$ cat src/rtl/mem_arbiter_pkg.sv
// Shared types and defaults for the two-port memory arbiter.
package mem_arbiter_pkg;

  localparam int unsigned DEF_SIZE_CNT = 3;
  localparam int unsigned DEF_CNT_CLK  = 2;
  localparam int unsigned ADDR_W       = 4;
  localparam int unsigned DATA_W       = 8;

  // Transaction phase: grant decision, memory fire, completion
  typedef enum logic [1:0] {
    ST_IDLE  = 2'd0,
    ST_ISSUE = 2'd1,
    ST_RESP  = 2'd2
  } state_t;

  typedef enum logic {
    PORT_A = 1'b0,
    PORT_B = 1'b1
  } port_t;

  // Command captured from the winning requester
  typedef struct packed {
    logic              wr;
    logic [ADDR_W-1:0] addr;
    logic [DATA_W-1:0] wdata;
  } mem_cmd_t;

endpackage

$ cat src/rtl/mem_arbiter_rr_arb2.sv
// Two-input round-robin arbiter; a tie goes to the port not granted last.
module rr_arb2
  import mem_arbiter_pkg::*;
(
  input  logic  clk,
  input  logic  rst,
  input  logic  req_a,
  input  logic  req_b,
  input  logic  take,
  output logic  valid_c,
  output port_t port_c
);

  port_t last;

  assign valid_c = req_a | req_b;

  // Winner selection from the current requests and last grant
  always_comb begin
    port_c = PORT_A;
    if (req_a && req_b) begin
      if (last == PORT_A) begin
        port_c = PORT_B;
      end
    end else if (req_b) begin
      port_c = PORT_B;
    end
  end

  // Last-grant register, starts at B so A wins the first tie
  always_ff @(posedge clk or posedge rst) begin
    if (rst) begin
      last <= PORT_B;
    end else if (take) begin
      last <= port_c;
    end
  end

endmodule

$ cat src/rtl/mem_arbiter.sv
// Arbitrates CPU (A) and loader (B) ports onto one memory with a fixed
// three-cycle IDLE/ISSUE/RESP transaction.
module mem_arbiter
  import mem_arbiter_pkg::*;
#(
  parameter int unsigned SIZE_CNT = DEF_SIZE_CNT,
  parameter int unsigned CNT_CLK  = DEF_CNT_CLK
) (
  input  logic              clk,
  input  logic              rst,
  input  logic              a_req,
  input  logic              a_wr,
  input  logic [ADDR_W-1:0] a_addr,
  input  logic [DATA_W-1:0] a_wdata,
  output logic              a_gnt,
  output logic              a_done,
  output logic [DATA_W-1:0] a_rdata,
  input  logic              b_req,
  input  logic              b_wr,
  input  logic [ADDR_W-1:0] b_addr,
  input  logic [DATA_W-1:0] b_wdata,
  output logic              b_gnt,
  output logic              b_done,
  output logic [DATA_W-1:0] b_rdata,
  output logic [SIZE_CNT:0] mem_cnt,
  output logic              mem_wr,
  output logic [ADDR_W-1:0] mem_addr,
  output logic [DATA_W-1:0] mem_wdata,
  input  logic [DATA_W-1:0] mem_dout
);

  localparam int unsigned      CNT_W    = SIZE_CNT + 1;
  localparam logic [SIZE_CNT:0] FIRE_CNT = CNT_W'(CNT_CLK + 1);

  // The fire phase must be representable on mem_cnt
  if ((CNT_CLK + 1) > ((1 << CNT_W) - 1)) begin : g_cnt_check
    $error("mem_arbiter: CNT_CLK+1 does not fit in mem_cnt");
  end

  state_t   state;
  port_t    sel;
  logic     cur_wr;
  logic     take_c;
  logic     arb_valid_c;
  port_t    arb_port_c;
  mem_cmd_t a_cmd_c;
  mem_cmd_t b_cmd_c;
  mem_cmd_t win_cmd_c;

  assign take_c    = (state == ST_IDLE) && arb_valid_c;
  assign a_cmd_c   = '{wr: a_wr, addr: a_addr, wdata: a_wdata};
  assign b_cmd_c   = '{wr: b_wr, addr: b_addr, wdata: b_wdata};
  assign win_cmd_c = (arb_port_c == PORT_B) ? b_cmd_c : a_cmd_c;

  rr_arb2 u_arb (
    .clk     (clk),
    .rst     (rst),
    .req_a   (a_req),
    .req_b   (b_req),
    .take    (take_c),
    .valid_c (arb_valid_c),
    .port_c  (arb_port_c)
  );

  // Transaction FSM with all port and memory outputs registered
  always_ff @(posedge clk or posedge rst) begin
    if (rst) begin
      state     <= ST_IDLE;
      sel       <= PORT_A;
      cur_wr    <= 1'b0;
      a_gnt     <= 1'b0;
      a_done    <= 1'b0;
      a_rdata   <= '0;
      b_gnt     <= 1'b0;
      b_done    <= 1'b0;
      b_rdata   <= '0;
      mem_cnt   <= '0;
      mem_wr    <= 1'b0;
      mem_addr  <= '0;
      mem_wdata <= '0;
    end else begin
      case (state)
        ST_IDLE: begin
          if (arb_valid_c) begin
            state     <= ST_ISSUE;
            sel       <= arb_port_c;
            cur_wr    <= win_cmd_c.wr;
            a_gnt     <= (arb_port_c == PORT_A);
            b_gnt     <= (arb_port_c == PORT_B);
            mem_cnt   <= FIRE_CNT;
            mem_wr    <= win_cmd_c.wr;
            mem_addr  <= win_cmd_c.addr;
            mem_wdata <= win_cmd_c.wdata;
          end
        end
        ST_ISSUE: begin
          state     <= ST_RESP;
          a_done    <= (sel == PORT_A);
          b_done    <= (sel == PORT_B);
          mem_cnt   <= '0;
          mem_wr    <= 1'b0;
          mem_addr  <= '0;
          mem_wdata <= '0;
        end
        ST_RESP: begin
          state  <= ST_IDLE;
          a_gnt  <= 1'b0;
          b_gnt  <= 1'b0;
          a_done <= 1'b0;
          b_done <= 1'b0;
          if (!cur_wr) begin
            if (sel == PORT_A) begin
              a_rdata <= mem_dout;
            end else begin
              b_rdata <= mem_dout;
            end
          end
        end
        default: begin
          state <= ST_IDLE;
        end
      endcase
    end
  end

endmodule
$ cat config.mk
export PLATFORM = sky130hd
export DESIGN_NAME = mem_arbiter
export DESIGN_NICKNAME = d
export VERILOG_FILES = /design/src/rtl/mem_arbiter_pkg.sv /design/src/rtl/mem_arbiter_rr_arb2.sv /design/src/rtl/mem_arbiter.sv
export SDC_FILE = /design/constraint.sdc
export NUM_CORES = 1
export LEC_CHECK = 0
export ABC_AREA = 0
export CAP_MARGIN = 30
export CORE_ASPECT_RATIO = 1.25
export CORE_MARGIN = 4
export CORE_UTILIZATION = 46
export DETAILED_ROUTE_END_ITERATION = 8
export PLACE_DENSITY = 0.85
export RECOVER_POWER = 100
export SYNTH_ARGS = -nofsm -noshare
export SYNTH_HDL_FRONTEND = slang
export SYNTH_SLANG_ARGS = --single-unit
$ cat constraint.sdc
create_clock -name clk -period 3.5 [get_ports clk]
set_input_delay 0.7 -clock clk [delete_from_list [all_inputs] [get_ports clk]]
set_output_delay 0.7 -clock clk [all_outputs]
set_load 0.005 [all_outputs]
==> metrics.md <==
| Metric | Value |
|---|---|
| Area growth, synth to finish | `46.58%` |
| Post-CTS Setup Bufs | `0` |
| CP max stage delay | `1020 ps` |
| Run status | `finished, final reports clean` |
| All-Layer GR Usage | `18.84%` |
| First-pass GRT wire length | `7493 um` |
| Clk pwr share | `20.7%` |
| Via count | `1414` |
| Post-synthesis simple-gate area fraction | `8.282%` |
| Clk sinks | `39` |
| Util after Layout | `70.21%` |
| Max-slew violation count | `0` |
| Vias per cell | `5.276` |
| Crit path cell chain | `inv_1, ha_1, nor3b_1, mux2_2` |
| NetSw | `0.0006419 W` |
| CP startpoint kind | `flop` |
| Hold slack | `495.7 ps` |
| Crit Path Category | `flop to flop` |
| Worst-path fanout max | `9` |
| Worst hold path class | `flop to flop` |
| Die X | `64.15 um` |
| Reg clk slew, reported paths | `70 ps` |
| Share of cells above drive strength 1 | `15.89%` |
| GP Congestion | `0.8538` |
| Min Tclk post-route | `2430 ps` |
| Switching part of the total power | `30.50%` |
| Post-Synth Adder-Cell Area | `2.761%` |
| Leak | `1.162 nW` |
| Hold Vio Cnt, Final | `0` |
| Post-route ant nets | `0` |
| Achievable Freq | `411.5 MHz` |
| Reg2reg setup slack | `1070 ps` |
| Internal Power | `0.001463 W` |
| CTS tree | `yes` |
| Clk_lat worst skew | `290 ps` |
| Effective utilization at floorplan | `47.90%` |
| Ant diodes | `0` |
| Bufs on Longest Clock Path | `2` |
| Final TNS setup | `0 ps` |
| RSZ-0062 raised after global routing | `false` |
| Mean Syn Cell Area | `12.77 sq um` |
| Root Buffer | `clkbuf_8` |
| Seq pwr share | `36.4%` |
| Post-synthesis xor/xnor area fraction | `0%` |
| Setup crit end kind | `flop` |
| Power density over the cells | `792.0 nW/um^2` |
| PortBufs | `72` |
| Top FF cell, synth | `dfrtp_1` |
| Die ar. | `5016 sq um` |
| Crit path arrival time | `2600 ps` |
| Initial DRC count | `46` |
| Core Area | `3785 sq um` |
| Initial antenna violation count | `0` |
| Synth cell types | `33` |
| Fraction of the mapped netlist area in compound gates | `18.63%` |
| DR DRC count | `0` |
| Num CTS Buffers | `5` |
| Boundary Pins | `75` |
| Syn Std Cell Area | `1813 sq um` |
| Max_cap viols | `0` |
| VDD IR max | `364.8 uV` |
| Syn Inst Count | `142` |
| Final setup viols | `0` |
| Slowest cell on crit path | `nor3b_1` |
| Power share of the combinational group | `42.9%` |
| Pin count of the biggest net entering global routing | `40` |
| First-pass iteration count of the detailed router | `4` |
| Slew headroom | `17.75%` |
| Vias in the first global route | `1563` |
| Final #Nets | `255` |
| Post-synthesis mux area share | `10.56%` |
| Sequential area share after synthesis | `53.90%` |
| Routed wire per std cell | `16.36 um` |
| Post-cts resize count | `0` |
| GRT Residual Overflow | `0` |
| Die Y | `78.19 um` |
| Setup Skew | `4.802 ps` |
| Drt total wl | `4385 um` |
| Least-Margin Pin Slew | `1231 ps` |
| WP data required | `3670 ps` |
| Placed Cells | `260` |
| Largest family of logic cells by synthesized area | `compound AO/OA/AOI/OAI gates` |
| Post-synth ARST share | `100.0%` |
| Fillers | `286` |
| Post-synth EDFFs | `0` |
| DP HPWL | `3294 um` |
| Final std cells w/o fill | `268` |
| CTS HTree Levels | `2` |
| Flops & latches, synth | `39` |
| Yosys warns | `0` |
| Fin crit share | `69.43%` |
| Cts hold-fix bufs | `0` |
| Num rows | `25` |
per-layer routing:
| metal | global-route usage [%] | wire length (um) | up-vias |
|---|---|---|---|
| met5 | 0 | 0 | - |
| met4 | 6.131 | 65 | 0 |
| met3 | 5.579 | 322 | 7 |
| met2 | 33.51 | 2284 | 63 |
| met1 | 21.40 | 1713 | 692 |
| li1 | - | - | 652 |
through the flow:
step	area [sq um]	setup WS (ps)	power (W)
2_1_floorplan	1817	1892	0.001287
3_3_place_gp	2536	1120	0.001712
3_5_place_dp	2536	986.7	0.001768
4_1_cts	2669	1245	0.002218
5_1_grt	2658	969.0	0.002248
6_report	2658	1070	0.002105
power by group through the flow:
stage / registers (W) / clock network, W / logic, W
floorplan: 0.000785 / 0 / 0.000502
global placement: 0.000777 / 0 / 0.000936
detailed placement: 0.000786 / 0 / 0.000981
CTS: 0.000783 / 0.000443 / 0.000992
global route: 0.000797 / 0.000462 / 0.000990
finish: 0.000766 / 0.000436 / 0.000903
critical path: cells and delay by family (launching register included):
kind,cells,cell delay (ps)
AND/OR/NAND/NOR,1,1020
multiplexers,1,430
flip-flops,1,380
adder cells (fa/ha/maj),1,350
buffers and inverters,1,130
synth_stat cells, types with 4 or more instances:
| cell | number | area (sq um) |
|---|---|---|
| dfrtp_1 | 38 | 950.9 |
| mux2_2 | 17 | 191.4 |
| a221o_1 | 13 | 130.1 |
| a21boi_0 | 8 | 60.06 |
| inv_1 | 7 | 26.28 |
| nand2_1 | 7 | 26.28 |
| a21boi_2 | 5 | 56.30 |
| a21oi_1 | 4 | 20.02 |
| buf_2 | 4 | 20.02 |
| buf_4 | 4 | 30.03 |
| ha_1 | 4 | 50.05 |
| o21ai_0 | 4 | 20.02 |
kinds of logic (layout without fill, tap and decap cells):
logic type               after synthesis  in the layout
buffers and inverters                 17             88
AND/OR/NAND/NOR                       23             23
other                                  1              2
flip-flops                            39             39
AO/OA/AOI/OAI                         41             41
adder cells (fa/ha/maj)                4              4
multiplexers                          17             17
final timing paths:
kind | endpoint | cells past startpoint | start
max in group asynchronous | u_arb.last | 3 | rst
min in group asynchronous | a_rdata[0] | 3 | rst
setup / recovery | a_rdata[4] | 4 | state[0]
setup reg to reg | a_rdata[4] | 4 | state[0]
hold / removal | a_rdata[1] | 1 | a_rdata[1]
hold reg to reg | a_rdata[1] | 1 | a_rdata[1]
state kept, by name (all words and copies together), names as in the netlist:
name / flops
a_gnt: 1
state: 2
mem_cnt: 1
b_done: 1
b_rdata: 8
cur_wr: 1
u_arb.last: 1
mem_wdata: 8
mem_wr: 1
a_rdata: 8
a_done: 1
mem_addr: 4
sel: 1
b_gnt: 1
layout by cell type, fill, tap and decap left out, types with 2 or more instances in the layout:
cell type / instances
dfrtp_1: 38
dlygate4sd3_1: 37
clkdlybuf4s50_1: 35
mux2_2: 16
a221o_1: 13
a21boi_0: 8
nand2_1: 7
inv_1: 7
o21ai_0: 6
a21boi_2: 5
clkbuf_8: 5
a21oi_1: 4
ha_1: 4
nor3_2: 2
nand3b_1: 2
o32ai_1: 2
nor2_1: 2
nand2b_1: 2
conb_1: 2
bufinv_16: 2
layout make-up:
class,instances,area (sq um),area share (%)
inverter,7,26.28,0.9887
clock buffer,6,72.57,2.731
clock inverter,2,60.06,2.260
sequential,39,977.2,36.77
tap,54,67.56,2.542
multi-input combinational,87,725.7,27.31
timing repair buffer,73,728.2,27.40
Power figures use the tool's default switching activity.
==> patch 1: new RTL, same flow settings <==
Make the reset (`rst`) synchronous in 2 clocked blocks.
--- a/src/rtl/mem_arbiter_rr_arb2.sv
+++ b/src/rtl/mem_arbiter_rr_arb2.sv
@@ -28,7 +28,7 @@
   end
 
   // Last-grant register, starts at B so A wins the first tie
-  always_ff @(posedge clk or posedge rst) begin
+  always_ff @(posedge clk) begin
     if (rst) begin
       last <= PORT_B;
     end else if (take) begin
--- a/src/rtl/mem_arbiter.sv
+++ b/src/rtl/mem_arbiter.sv
@@ -63,7 +63,7 @@
   );
 
   // Transaction FSM with all port and memory outputs registered
-  always_ff @(posedge clk or posedge rst) begin
+  always_ff @(posedge clk) begin
     if (rst) begin
       state     <= ST_IDLE;
       sel       <= PORT_A;
Behaviour: differs if rst is asserted again (counterexample within 4 cycles, from zero or initial values and one cycle with rst high); with rst held inactive, the same outputs for 10 cycles.
==> patch 1 against the unedited design <==
Global-route usage down 1.6 points; setup slack worse by 0.17 ns; wire length down 12%; first-iteration DRC count down 13%; clock skew down 0.0015 ns; non-clock buffer count up 1; worst hold slack worse by 0.038 ns; critical path type is now primary input to register; final area down 7.5%; synthesized area down 8.7%; sequential cell count unchanged; fmax down 6.4%; via count down 3.2%.
Power is not compared: it rests on default switching activity, and its combinational part moved more than twofold at a synthesized area within 25%.
==> patch 1: results (changes against the unedited design) <==
stage	metric	value	unit	change
cts	clock slew at reported path FFs	0.07	ns	about the same
detailed_routing	Highest Signal Layer	met4		
timing	Slew @ Worst Pin	1.21	ns	-0.0170 ns
grt	vias in the first global route	1316		-16%
critical_path	reg2reg end	mem_wdata[0]$_SDFFE_PP0P_		
timing	Fin Clk Skew	0.00334	ns	-0.00146 ns
critical_path	Crit Path Max Fanout	28		+19
placed_design	final RePlAce weighted congestion	0.767		-10%
synthesis	adder-cell share of the synthesized area	3.02	%	+0.26 points
grt	GR Util met1	18.2	%	-3.2 points
detailed_routing	met3 wire length	396	um	+23%
placed_design	DP Area	2360	um2	-6.9%
synthesis	multiplexer area fraction after synthesis	19.3	%	+8.8 points
status	status	completed		
critical_path	R2R setup slack	1.69	ns	+0.62 ns
grt	GR Util met3	7.72	%	+2.1 points
timing	hold slack	0.458	ns	-0.0382 ns
hold_path	Hold EP	mem_wdata[3]$_SDFFE_PP0P_		
placed_design	placed cells	258		-0.77%
synthesis	Area contributors post-synth	dfxtp_1 (47%), mux2i_1 (19%), o2bb2ai_1 (6.3%), nor2_1 (5.2%), ha_1 (3.0%)		
grt	Tot GR Track Use	17.3	%	-1.6 points
placed_design	worst slack, placed	1.06	ns	+0.0772 ns
cells_and_area	share of cells above drive strength 1	6.17	%	-9.7 points
critical_path	cells on worst reg2reg path	5		+1
cts	postcts setup bufs	0		unchanged
pwr	Lkg Pwr	1.08	nW	
grt	first-pass GRT wire length	5800	um	-23%
cts	worst-case clock buffer depth	2		unchanged
detailed_routing	metal1 wirelength	1520	um	-11%
grt	GR Util met2	28.8	%	-4.8 points
synthesis	sequential cell area fraction in the yosys report	47.2	%	-6.7 points
cells_and_area	fill count	299		+4.5%
placed_design	DP Wirelength	2880	um	-13%
cells_and_area	n_diodes	0		unchanged
critical_path	arrival time at the worst endpoint	2.76	ns	+0.16 ns
critical_path	Largest stage delay, worst path	0.89	ns	-0.13 ns
critical_path	delay-heaviest family, CP	buffers and inverters		
cts	CTS root buf	clkbuf_8		
detailed_routing	WL met2	1860	um	-18%
cells_and_area	Final nets	268		+5.1%
synthesis	Post-synth top cells	dfxtp_1 (39), mux2i_1 (32), nor2_1 (23), o2bb2ai_1 (12)		
critical_path	Slowest cell on crit path	clkbuf_1		
detailed_routing	DR vias	1369		-3.2%
critical_path	FF-to-FF Start	state[1]$_SDFFE_PP0P_		
critical_path	Critical Path Source	rst		
hold_path	HP Start	mem_wdata[3]$_SDFFE_PP0P_		
grt	largest net degree at the start of global routing	29		-28%
synthesis	Avg Cell Area, Syn	10.6	um2	-17%
synthesis	Compound-Gate Fraction of Synth Area	13.8	%	-4.8 points
synthesis	Yosys cell types	30		-9.1%
detailed_routing	Avg WL per Cell	14.5	um	-11%
synthesis	FFs w/ async S/R, synth	0	%	-100 points
synthesis	Post-Syn Area	1660	um2	-8.7%
detailed_routing	Initial DRC Count	40		-13%
## patch 1: changes by cell type after synthesis, moves of 4 or more
cell | before | now
nand2_1 | 7 | 2
dfxtp_1 | 0 | 39
a21boi_2 | 5 | 0
o2bb2ai_1 | 0 | 12
dfrtp_1 | 38 | 0
a21boi_0 | 8 | 0
mux2_2 | 17 | 0
mux2i_1 | 0 | 32
inv_1 | 7 | 3
a221o_1 | 13 | 0
nor2_1 | 2 | 23
## patch 1: area by class of cell
| type | count | area, um2 | share of cell area, % |
|---|---|---|---|
| timing repair buffer | 74 | 732 | 29.8 |
| multi-input combinational | 103 | 785 | 31.9 |
| sequential | 39 | 781 | 31.8 |
| tap | 39 | 48.8 | 1.99 |
| clock buffer | 8 | 100 | 4.07 |
| inverter | 3 | 11.3 | 0.458 |
## patch 1: power by group
group / switching [mW] / internal (mW)
clock network: 0.149 / 0.180
logic: 0.0979 / 0.134
registers: 0.0214 / 0.480
==> patch 2: new RTL, config.mk and constraints unchanged <==
Made on the original files. `DEF_SIZE_CNT`: 3 -> 6.
--- a/src/rtl/mem_arbiter_pkg.sv
+++ b/src/rtl/mem_arbiter_pkg.sv
@@ -1,7 +1,7 @@
 // Shared types and defaults for the two-port memory arbiter.
 package mem_arbiter_pkg;
 
-  localparam int unsigned DEF_SIZE_CNT = 3;
+  localparam int unsigned DEF_SIZE_CNT = 6;
   localparam int unsigned DEF_CNT_CLK  = 2;
   localparam int unsigned ADDR_W       = 4;
   localparam int unsigned DATA_W       = 8;
Ports: changed (resized mem_cnt); port bits go from 75 to 78. The function was not compared with the original's and may differ.
==> patch 2 against the unedited design <==
Sequential cell count is the same; count of clock-buffer cells in the layout stayed put; fmax fell by 11%; final area up 0.24%; critical path depth did not move; setup slack got worse by 0.31 ns; power fell by 1.2%; synthesized area is 1.2% higher; register-to-register slack lost 0.02 ns; wire length down 8.0%; largest cell class unchanged.
==> patch 2: results (changes against the unedited design) <==
stage	metric	value	unit	change
synthesis	Area contributors post-synth	dfrtp_1 (52%), mux2_2 (10%), a221o_1 (7.1%), a21boi_0 (3.3%), a21boi_2 (3.1%)		
hold_path	Hold EP	a_rdata[5]$_DFFE_PP0P_		
status	status	completed		
critical_path	R2R setup slack	1.05	ns	-0.02 ns
placed_design	placed cells	263		+1.2%
pwr	NetSw	618	uW	-3.8%
critical_path	Setup crit end	mem_addr[2]$_DFFE_PP0P_		
grt	vias in the first global route	1373		-12%
grt	GR Util met3	5.15	%	-0.43 points
timing	Fin Clk Skew	0.00772	ns	+0.00292 ns
critical_path	FF-to-FF Start	state[1]$_DFFE_PP0P_		
critical_path	cells on worst reg2reg path	5		+1
timing	hold slack	0.498	ns	+0.00273 ns
critical_path	Largest stage delay, worst path	1.10	ns	+0.08 ns
grt	GR Util met2	27.9	%	-5.6 points
critical_path	Crit Path Max Fanout	13		+4
cts	H-tree depth	2		unchanged
pwr	Lkg Pwr	1.17	nW	+0.58%
timing	Slew @ Worst Pin	1.38	ns	+0.147 ns
timing	Fmax	365	MHz	-11%
critical_path	Slowest cell on crit path	nor3_1		
cells_and_area	final cell count without fillers	271		+1.1%
placed_design	final RePlAce weighted congestion	0.712		-17%
grt	GR Util met1	20.9	%	-0.49 points
detailed_routing	Avg WL per Cell	14.9	um	-9.0%
cells_and_area	share of cells above drive strength 1	15.7	%	-0.22 points
detailed_routing	met3 wire length	323	um	+0.31%
hold_path	HP Start	a_rdata[5]$_DFFE_PP0P_		
synthesis	Avg Cell Area, Syn	12.7	um2	-0.85%
pwr	peak supply drop	0.373	mV	+2.3%
critical_path	Critical Path Source	a_req		
detailed_routing	WL met2	1980	um	-13%
grt	first-pass GRT wire length	6670	um	-11%
placed_design	DP Area	2550	um2	+0.44%
placed_design	worst slack, placed	0.985	ns	-0.00173 ns
grt	Tot GR Track Use	16.7	%	-2.1 points
detailed_routing	number of vias per cell	5.07		-3.8%
synthesis	sequential cell area fraction in the yosys report	53.2	%	-0.66 points
placed_design	DP Wirelength	3040	um	-7.6%
detailed_routing	Initial DRC Count	26		-43%
critical_path	delay-heaviest family, CP	simple AND/OR/NAND/NOR gates		
critical_path	arrival time at the worst endpoint	2.95	ns	+0.35 ns
detailed_routing	metal1 wirelength	1690	um	-1.5%
patch 2: final cells by class:
cell class / count / area, um2
clock buffers: 6 / 72.6
clock inverters: 2 / 60.1
fillers: 314 / 1150
inverters: 7 / 26.3
multi-input cells: 90 / 732
flip-flops and latches: 39 / 977
well taps: 54 / 67.6
repair buffers: 73 / 728
patch 2: power groups by stage:
stage / logic (mW) / registers, mW / clock network, mW
finish: 0.878 / 0.764 / 0.438
global route: 0.968 / 0.796 / 0.463
CTS: 0.970 / 0.781 / 0.450
detailed placement: 0.967 / 0.784 / 0
global placement: 0.945 / 0.778 / 0
floorplan: 0.505 / 0.785 / 0
patch 2: logic make-up (layout without fill, tap and decap cells):
kind of cell | Yosys count | count (layout) | synth area share (%)
fa+ha+maj | 4 | 4 | 2.73
buf+inv | 20 | 88 | 6.82
mux | 17 | 17 | 10.4
simple gates | 23 | 23 | 8.18
compound gates | 41 | 41 | 18.4
flops | 39 | 39 | 53.2
other cells | 1 | 5 | 0.204
